`config.mk`:
```
export PLATFORM = sky130hd
export DESIGN_NAME = note_synth
export DESIGN_NICKNAME = d
export VERILOG_FILES = /design/src/rtl/note_synth_pkg.sv /design/src/rtl/note_period_rom.sv /design/src/rtl/note_synth.sv
export SDC_FILE = /design/constraint.sdc
export NUM_CORES = 1
export LEC_CHECK = 0
export ABC_AREA = 1
export CORE_MARGIN = 2
export CORE_UTILIZATION = 47
export DETAILED_ROUTE_END_ITERATION = 6
export PLACE_DENSITY_LB_ADDON = 0.3
export RECOVER_POWER = 100
export SYNTH_ARGS = -nofsm -noshare
export SYNTH_HDL_FRONTEND = slang
export SYNTH_SLANG_ARGS = --single-unit
```
`constraint.sdc`:
```
create_clock -name clk -period 4.96 [get_ports clk]
set_input_delay 0.992 -clock clk [delete_from_list [all_inputs] [get_ports clk]]
set_output_delay 0.992 -clock clk [all_outputs]
set_load 0.01 [all_outputs]
```
`src/rtl/note_synth_pkg.sv`:
```
// Shared constants, FSM state type and note-word bit indexing for the note
// synthesiser.
package note_synth_pkg;

    localparam int NUM_STRINGS = 6;
    localparam int NUM_FRETS   = 5;
    localparam int CNT_W       = 10;

    // Stored-fret code for a string with no bit set in the note word.
    localparam logic [2:0] FRET_SILENT = 3'd7;

    typedef enum logic [1:0] {
        IDLE  = 2'd0,
        ACCUM = 2'd1,
        OUT   = 2'd2
    } state_e;

    function automatic logic [4:0] note_bit(input logic [2:0] fret, input logic [2:0] str);
        return 5'(fret) * 5'd6 + 5'(str);
    endfunction

endpackage

```
`src/rtl/note_period_rom.sv`:
```
// Half-period table in sample ticks for each (string, fret) pair; codes
// outside the six strings and five frets return 0, meaning silent.
module note_period_rom (
    input  logic [2:0] str_i,
    input  logic [2:0] fret_i,
    output logic [9:0] half_o
);

    // Index is {string, fret}, written as two octal digits.
    always_comb begin
        case ({str_i, fret_i})
            6'o00: half_o = 10'd291;
            6'o01: half_o = 10'd275;
            6'o02: half_o = 10'd259;
            6'o03: half_o = 10'd245;
            6'o04: half_o = 10'd231;
            6'o10: half_o = 10'd218;
            6'o11: half_o = 10'd206;
            6'o12: half_o = 10'd194;
            6'o13: half_o = 10'd183;
            6'o14: half_o = 10'd173;
            6'o20: half_o = 10'd163;
            6'o21: half_o = 10'd154;
            6'o22: half_o = 10'd146;
            6'o23: half_o = 10'd137;
            6'o24: half_o = 10'd130;
            6'o30: half_o = 10'd122;
            6'o31: half_o = 10'd116;
            6'o32: half_o = 10'd109;
            6'o33: half_o = 10'd103;
            6'o34: half_o = 10'd97;
            6'o40: half_o = 10'd97;
            6'o41: half_o = 10'd92;
            6'o42: half_o = 10'd87;
            6'o43: half_o = 10'd82;
            6'o44: half_o = 10'd77;
            6'o50: half_o = 10'd73;
            6'o51: half_o = 10'd69;
            6'o52: half_o = 10'd65;
            6'o53: half_o = 10'd61;
            6'o54: half_o = 10'd58;
            default: half_o = 10'd0;
        endcase
    end

endmodule

```
`src/rtl/note_synth.sv`:
```
// Six-string square-wave synthesiser: decodes the note word, advances one
// string per cycle after each sample tick and hands the mix to the codec.
module note_synth
    import note_synth_pkg::*;
#(
    parameter int                          SAMPLE_DIV = 1042,
    parameter int                          SAMPLE_W   = 24,
    parameter logic signed [SAMPLE_W-1:0]  AMP        = 24'sd1000000
) (
    input  logic                clk,
    input  logic                resetn,
    input  logic [31:0]         note,
    input  logic                note_valid,
    input  logic                gate,
    output logic [SAMPLE_W-1:0] sample,
    output logic                sample_valid,
    input  logic                audio_ready,
    output logic                overrun
);

    localparam int TICK_W = (SAMPLE_DIV > 1) ? $clog2(SAMPLE_DIV) : 1;
    localparam logic signed [SAMPLE_W:0] AMP_X = {AMP[SAMPLE_W-1], AMP};

    function automatic logic signed [SAMPLE_W-1:0] to_sample(input logic signed [SAMPLE_W:0] a);
        return a[SAMPLE_W-1:0];
    endfunction

    logic [TICK_W-1:0]         tick_cnt_q, tick_cnt_d;
    logic                      tick;
    state_e                    state_q, state_d;
    logic [2:0]                idx_q, idx_d;
    logic signed [SAMPLE_W:0]  acc_q, acc_d;
    logic [29:0]               note_q, note_d, snap_q, snap_d;
    logic signed [SAMPLE_W-1:0] sample_q, sample_d;
    logic                      valid_q, valid_d;
    logic                      overrun_q, overrun_d;
    logic                      unused_note_bits;

    logic [2:0]                fret_q  [NUM_STRINGS];
    logic [CNT_W-1:0]          cnt_q   [NUM_STRINGS];
    logic                      phase_q [NUM_STRINGS];

    logic [2:0]                cur_fret, dec_fret, fret_d;
    logic [CNT_W-1:0]          cur_cnt, cnt_d, half, half_m1;
    logic                      cur_phase, phase_d;
    logic signed [SAMPLE_W:0]  term;

    assign unused_note_bits = ^note[31:30];

    assign tick       = (tick_cnt_q == TICK_W'(SAMPLE_DIV - 1));
    assign tick_cnt_d = tick ? '0 : tick_cnt_q + 1'b1;
    assign note_d     = note_valid ? note[29:0] : note_q;

    // Highest set fret wins for the string being processed this cycle.
    always_comb begin
        dec_fret = FRET_SILENT;
        for (int f = 0; f < NUM_FRETS; f++) begin
            if (snap_q[note_bit(3'(f), idx_q)]) dec_fret = 3'(f);
        end
    end

    note_period_rom u_rom (
        .str_i  (idx_q),
        .fret_i (dec_fret),
        .half_o (half)
    );

    assign half_m1 = (half == '0) ? '0 : half - 1'b1;

    always_comb begin
        cur_fret  = fret_q[idx_q];
        cur_cnt   = cnt_q[idx_q];
        cur_phase = phase_q[idx_q];
        fret_d    = cur_fret;
        cnt_d     = cur_cnt;
        phase_d   = cur_phase;
        if (dec_fret != cur_fret) begin
            fret_d  = dec_fret;
            cnt_d   = half_m1;
            phase_d = 1'b0;
        end else if (cur_fret != FRET_SILENT) begin
            if (cur_cnt == '0) begin
                cnt_d   = half_m1;
                phase_d = ~cur_phase;
            end else begin
                cnt_d = cur_cnt - 1'b1;
            end
        end
        term = '0;
        if (fret_d != FRET_SILENT && gate) term = phase_d ? -AMP_X : AMP_X;
    end

    // A tick arriving while a sample is still being built or held is dropped.
    always_comb begin
        state_d   = state_q;
        idx_d     = idx_q;
        acc_d     = acc_q;
        snap_d    = snap_q;
        sample_d  = sample_q;
        valid_d   = valid_q;
        overrun_d = overrun_q;
        case (state_q)
            IDLE: begin
                if (tick) begin
                    state_d = ACCUM;
                    idx_d   = '0;
                    acc_d   = '0;
                    snap_d  = note_d;
                end
            end
            ACCUM: begin
                acc_d = acc_q + term;
                if (tick) overrun_d = 1'b1;
                if (idx_q == 3'(NUM_STRINGS - 1)) begin
                    state_d  = OUT;
                    sample_d = to_sample(acc_q + term);
                    valid_d  = 1'b1;
                end else begin
                    idx_d = idx_q + 1'b1;
                end
            end
            OUT: begin
                if (valid_q && audio_ready) begin
                    valid_d = 1'b0;
                    state_d = IDLE;
                end else if (tick) begin
                    overrun_d = 1'b1;
                end
            end
            default: state_d = IDLE;
        endcase
    end

    always_ff @(posedge clk) begin
        if (!resetn) begin
            tick_cnt_q <= '0;
            state_q    <= IDLE;
            idx_q      <= '0;
            acc_q      <= '0;
            note_q     <= '0;
            snap_q     <= '0;
            sample_q   <= '0;
            valid_q    <= 1'b0;
            overrun_q  <= 1'b0;
        end else begin
            tick_cnt_q <= tick_cnt_d;
            state_q    <= state_d;
            idx_q      <= idx_d;
            acc_q      <= acc_d;
            note_q     <= note_d;
            snap_q     <= snap_d;
            sample_q   <= sample_d;
            valid_q    <= valid_d;
            overrun_q  <= overrun_d;
        end
    end

    always_ff @(posedge clk) begin
        if (!resetn) begin
            for (int s = 0; s < NUM_STRINGS; s++) begin
                fret_q[s]  <= FRET_SILENT;
                cnt_q[s]   <= '0;
                phase_q[s] <= 1'b0;
            end
        end else if (state_q == ACCUM) begin
            fret_q[idx_q]  <= fret_d;
            cnt_q[idx_q]   <= cnt_d;
            phase_q[idx_q] <= phase_d;
        end
    end

    assign sample       = sample_q;
    assign sample_valid = valid_q;
    assign overrun      = overrun_q;

endmodule

```
* Word level (Yosys, flattened, before mapping)
Memory sizes are Yosys's and may differ from the RTL's. A register that Yosys moved wholly into a read port is not among the register bits.
Index checks and enable logic that the tools add are counted.
** Operators by class
- Mux-type cells :: 60
- Add/sub/neg operators :: 9
- Reductions and logical operators :: 18
- Bitwise operators :: 2
- Equal/unequal tests :: 12
- Magnitude comparators :: 5
** Operators by type and width (number)
- 25-bit two-way mux :: 3
- 3-bit two-way mux :: 18
- 10-bit two-way mux :: 5
- 25-bit one-hot mux with 2 select lines :: 1
- 30-bit two-way mux :: 1
- 25-bit adder :: 1
- 1-bit binary-select mux with 5-bit select :: 4
- 10-bit logical NOT :: 2
- 1-bit two-way mux :: 20
- 10-bit by 1-bit subtractor with 10-bit output, second input constant :: 2
- 5-bit by 6-bit < comparator with 1-bit output, second input constant :: 3
- 11-bit by 1-bit adder with 11-bit output, second input constant :: 1
- 11-bit == test, second input constant :: 1
- 2-bit != test, second input constant :: 5
- 10-bit OR reduction :: 1
- 3-bit AND reduction :: 3
- 2-bit AND reduction :: 4
- 3-bit by 6-bit < comparator with 1-bit output, second input constant :: 1
- 4-bit by 6-bit < comparator with 1-bit output, second input constant :: 1
- 2-bit two-way mux :: 3
- 3-bit != test, second input constant :: 2
- 2-bit one-hot mux with 3 select lines :: 1
- 3-bit one-hot mux with 2 select lines :: 1
- 4-bit by 3-bit adder with 5-bit output, first input constant :: 1
- 17 further kinds :: 21
** Storage, ports and cells
- Word-level logic and storage cells :: 119
- Memories :: 4
- Input bits :: 37
- RAM bits :: 84
- Register bits :: 127
- Bits in read-only memories :: 576
** Memory list
- (name not given) :: depth 64, width 9, read ports 1, clocked after memory_dff 0, wr ports 0, RTL line note_period_rom.sv:11 : case ({str_i, fret_i})
- cnt_q :: depth 6, width 10, read ports 1, clocked after memory_dff 1, wr ports 6, RTL line note_synth.sv:40 : logic [CNT_W-1:0] cnt_q [NUM_STRINGS];
- fret_q :: depth 6, width 3, read ports 1, clocked after memory_dff 1, wr ports 6, RTL line note_synth.sv:39 : logic [2:0] fret_q [NUM_STRINGS];
- phase_q :: depth 6, width 1, read ports 1, clocked after memory_dff 1, wr ports 6, RTL line note_synth.sv:41 : logic phase_q [NUM_STRINGS];

* Depth between registers and ports, before layout
Gate-level depths: netlist of run 1.
- Depth after elaboration :: 14
- Mapped depth :: 34
- Depth with buffers taken out :: 32

* Hierarchy
Synthesis of run 1 repeated with hierarchy kept, for this count alone.
** Unflattened totals
- Cells, all modules :: 1485
- Area total of the unflattened synthesis :: 11644.9 um2
** Modules (own cells, without submodules)
- note_synth :: cells each 1376, times used 1, area each 11118.2 um2
- note_period_rom :: cells each 109, times used 1, area each 526.8 um2

* Worst setup path before layout of run 1
Ideal clock, no wire load.
- Path type :: flip-flop to flip-flop
- From :: reg idx_q[2]
- To :: mem cnt_q[5][8], data pin
- Data required time :: 4698 ps
- Setup slack :: 1166 ps
- Arrival time :: 3532 ps
- Stages on the path, launching flop included :: 32
- Cells stage by stage :: dfxtp_1 -> inv_2 -> clkbuf_1 -> ha_1 -> inv_1 -> nand3_1 -> nand3_1 -> nand2_1 -> nand2_1 -> nand2_1 -> nand2_2 -> nand2_4 -> ha_1 -> inv_1 -> nand2_2 -> nand2_1 -> inv_2 -> nand2_1 -> o21ai_0 -> nand2_1 -> nand3_1 -> inv_1 -> ha_1 -> inv_1 -> nor3_2 -> nand3_1 -> nand3_1 -> nand2_1 -> nand2_1 -> nand2_1 -> nand2_1 -> inv_1
** RTL lines
- from (decl) :: RTL line note_synth.sv:31 : logic [2:0] idx_q, idx_d;
- from (signal assigned) :: RTL line note_synth.sv:148 : idx_q <= idx_d;
- to (decl) :: RTL line note_synth.sv:40

==> results of run 1 <==
cells in the mapped netlist (2+ instances only):
master,instances,area [sq um]
o21a_1,3,22.5
xor2_1,12,105
nand2_1,402,1510
o31ai_1,3,22.5
nor3_1,10,50.1
nand4_1,15,93.8
buf_2,16,80.1
nor2_4,4,45.0
o32ai_1,2,17.5
inv_2,22,82.6
nand2_4,4,45.0
buf_1,5,18.8
dfxtp_1,122,2440
xnor2_1,4,35.0
ha_1,14,175
o41ai_1,2,17.5
buf_6,4,45.0
clkinv_1,2,7.51
clkbuf_1,39,146
o21ai_1,25,125
nand3_2,2,20.0
nor3b_1,2,15.0
nor4_1,2,12.5
nor3_2,3,30.0
a211oi_1,3,22.5
o22ai_1,9,56.3
nand2_2,15,93.8
o211ai_1,4,30.0
nor2_1,307,1150
a21oi_1,80,400
nor2_2,6,37.5
edfxtp_1,107,3210
o21ai_0,89,445
nand3_1,124,621
inv_1,155,582
buf_4,11,82.6
registers in the layout, indices dropped and copies added (netlist names), named ones only:
signal	flops
sample	18
sample_valid	1
note_q	30
cnt_q	80
overrun	1
phase_q	8
idx_q	3
state_q	2
acc_q	18
tick_cnt_q	11
snap_q	30
fret_q	24
kinds of logic (layout without fill, tap and decap cells):
logic type / after synthesis / after routing / share of synthesized area
flops: 229 / 229 / 0.469
simple gates: 900 / 900 / 0.314
fa+ha+maj: 14 / 14 / 0.0145
buf+inv: 254 / 303 / 0.0867
other cells: 1 / 6 / 0.000311
compound gates: 228 / 228 / 0.103
xor+xnor: 16 / 16 / 0.0116
final cells by class:
cell class | count | share of cell area
inverters | 179 | 0.0497
multi-input cells | 1164 | 0.394
flip-flops and latches | 229 | 0.418
repair buffers | 81 | 0.0521
well taps | 330 | 0.0305
clock buffers | 34 | 0.0512
clock inverters | 9 | 0.00407
per-layer routing:
| layer | part of all wire | track usage |
|---|---|---|
| met5 | 0 | 0 |
| met4 | 0.025 | 0.0698 |
| met3 | 0.054 | 0.0265 |
| met1 | 0.46 | 0.313 |
| met2 | 0.46 | 0.382 |
report_power, final:
part / switching (mW) / internal (mW)
clock network: 0.732 / 0.974
logic: 0.0821 / 0.0505
registers: 0.00961 / 2.01
worst max-delay path, delay by kind of cell (launching register included):
kind | cells | cell delay, ns
DFF | 1 | 0.53
AOI/OAI and AO/OA | 1 | 0.07
buffers and inverters | 7 | 0.73
and+or+nand+nor | 18 | 1.97
adders and majority gates | 3 | 0.81
worst max-delay path by stage:
stage	cells after the start	slack [ns]	to	startpoint
global placement	30	0.69	cnt_q[6][8]$_DFFE_PP_	idx_q[2]$_SDFFE_PN0P_
detailed placement	26	0.63	cnt_q[6][8]$_DFFE_PP_	idx_q[2]$_SDFFE_PN0P_
floorplan	31	1.17	cnt_q[5][8]$_DFFE_PP_	idx_q[2]$_SDFFE_PN0P_
finish	29	0.57	cnt_q[6][8]$_DFFE_PP_	idx_q[2]$_SDFFE_PN0P_
CTS	26	0.61	cnt_q[6][8]$_DFFE_PP_	idx_q[2]$_SDFFE_PN0P_
global route	29	0.06	cnt_q[6][8]$_DFFE_PP_	idx_q[2]$_SDFFE_PN0P_
cell usage in the layout, fill, tap and decap left out, types with 6 or more instances in the layout:
master           instances
nand3_1                125
nand2_1                406
clkbuf_1                15
o21ai_0                 93
nand4_1                 16
clkbuf_16               26
a21oi_1                 80
buf_4                   18
xor2_1                  12
nor3_1                  10
ha_1                    14
clkdlybuf4s50_1         31
nor2_1                 307
inv_1                  156
o22ai_1                  9
conb_1                   6
nor2_2                   6
o21ai_1                 21
edfxtp_1               107
dlygate4sd3_1           22
nand2_2                 11
inv_2                   21
dfxtp_1                122
per-stage QoR:
step,cells,instance area (sq um)
4_1_cts,2026,13600
2_1_floorplan,1647,12100
3_5_place_dp,1983,12900
6_report,2026,13500
5_1_grt,2026,13500
3_3_place_gp,1983,12900
==> run metrics, run 1 <==
buffer levels on the longest clock path 3; GR Overflow Total 0; crit end category flop; Final Util 0.537; P per Cell Area 285 nW/um^2; worst setup slack after placement 0.629 ns; antenna viol nets, final 0; total leakage power 5.76 nW; Achievable Freq 228 MHz; worst reg2reg setup slack 0.57 ns; drt wl/cell 15.0 um; Final Hold Fails 0; failing checks capacitance limit, slew limit; CP Data Required Time 5.22 ns; GP Congestion 0.939; antenna violations before repair 0; unrepaired setup endpoints after global routing false; initial DRC count 865; Worst Hold Depth 2; # port buffers 54; Clk Latency, worst-skew pair 0.52 ns; most used cell, CP nand2_1; max-cap check violation count 2; Num CTS Buffers 25; die width 164 um; startpoint types flop; DPL Wire Length 20.5 mm; Worst Hold Class flop to flop; Clk Tree Root Cell clkbuf_16; asr flop ratio synth 0; die area 26,900 sq um; cts-stage hold buffer count 0; GRT Resource Usage Total 0.229; CTS tree built; number of unique standard cell types used by synthesis 49; hold path startpoint snap_q[28]$_SDFFE_PN0P_; Die Ht 164 um; Avg Inst Size Synth 7.34 sq um; final hold slack 0.454 ns; status finished with violations; VDD IR-drop max 0.283 mV; Ys Warns 0; Slowest-stage cell, CP dfxtp_1; total core area 25,200 sq um; antenna fix cells 0; Max stage delay on crit path 0.53 ns; crit-path max FO 11; final WL 30.4 mm; cell row count 58; area used by multi-input combinational logic 5330 sq um; Top FF cell, synth dfxtp_1; Setup CP Type flop to flop; Starting Density 0.478; Final WS setup 0.573 ns; netlist area before placement 12,000 sq um; RR Startpoint idx_q[2]$_SDFFE_PN0P_; final worst path period need 4.39 ns; sequential cell area fraction in the yosys report 0.469; setup total negative slack 0 ns; via density per instance 5.23; Setup violations, final 0; total power 3.85 mW; CTS sink count 229; fraction of layout cells with a size suffix above 1 0.0654; Post-synth EDFFs 107; Yosys reg bits 229; DRC Markers 0; Resized cells post-CTS 0; FF/Latch Area 5660 sq um; Worst Reg-to-Reg Cells 29; first-pass GRT wire length 49.8 mm; slew margin rel. -0.914; H-Tree Level Count 1; DR pass1 iterations 6; Hold Path End snap_q[28]$_SDFFE_PN0P_; vias in the first global route 9,866; clock-pin slew on the worst setup and hold paths 0.06 ns; count of pins over their slew limit 59; largest net degree at the start of global routing 87; Layout area overhead 12.3%; worst-margin pin slew 2.84 ns; io pins 63; vias after detailed routing 10,588; period utilization 0.885; nets 1,731; r2r endpoint cnt_q[6][8]$_DFFE_PP_; crit path DAT 4.64 ns; Syn Inst Count 1,642; # fillers 2,393; Clock Skews 0.0121 ns; buffers inserted by post-CTS timing repair 0
No activity file was read; power rests on OpenSTA's default activity.
==> inputs of run 2 (changes only) <==
--- a/config.mk
+++ b/config.mk
@@ -11,6 +11,7 @@
 export DETAILED_ROUTE_END_ITERATION = 6
 export PLACE_DENSITY_LB_ADDON = 0.3
 export RECOVER_POWER = 100
+export SLEW_MARGIN = 20
 export SYNTH_ARGS = -nofsm -noshare
 export SYNTH_HDL_FRONTEND = slang
 export SYNTH_SLANG_ARGS = --single-unit
==> results of run 2 <==
No change in the layout: final DEF, timing and power equal those of run 1.
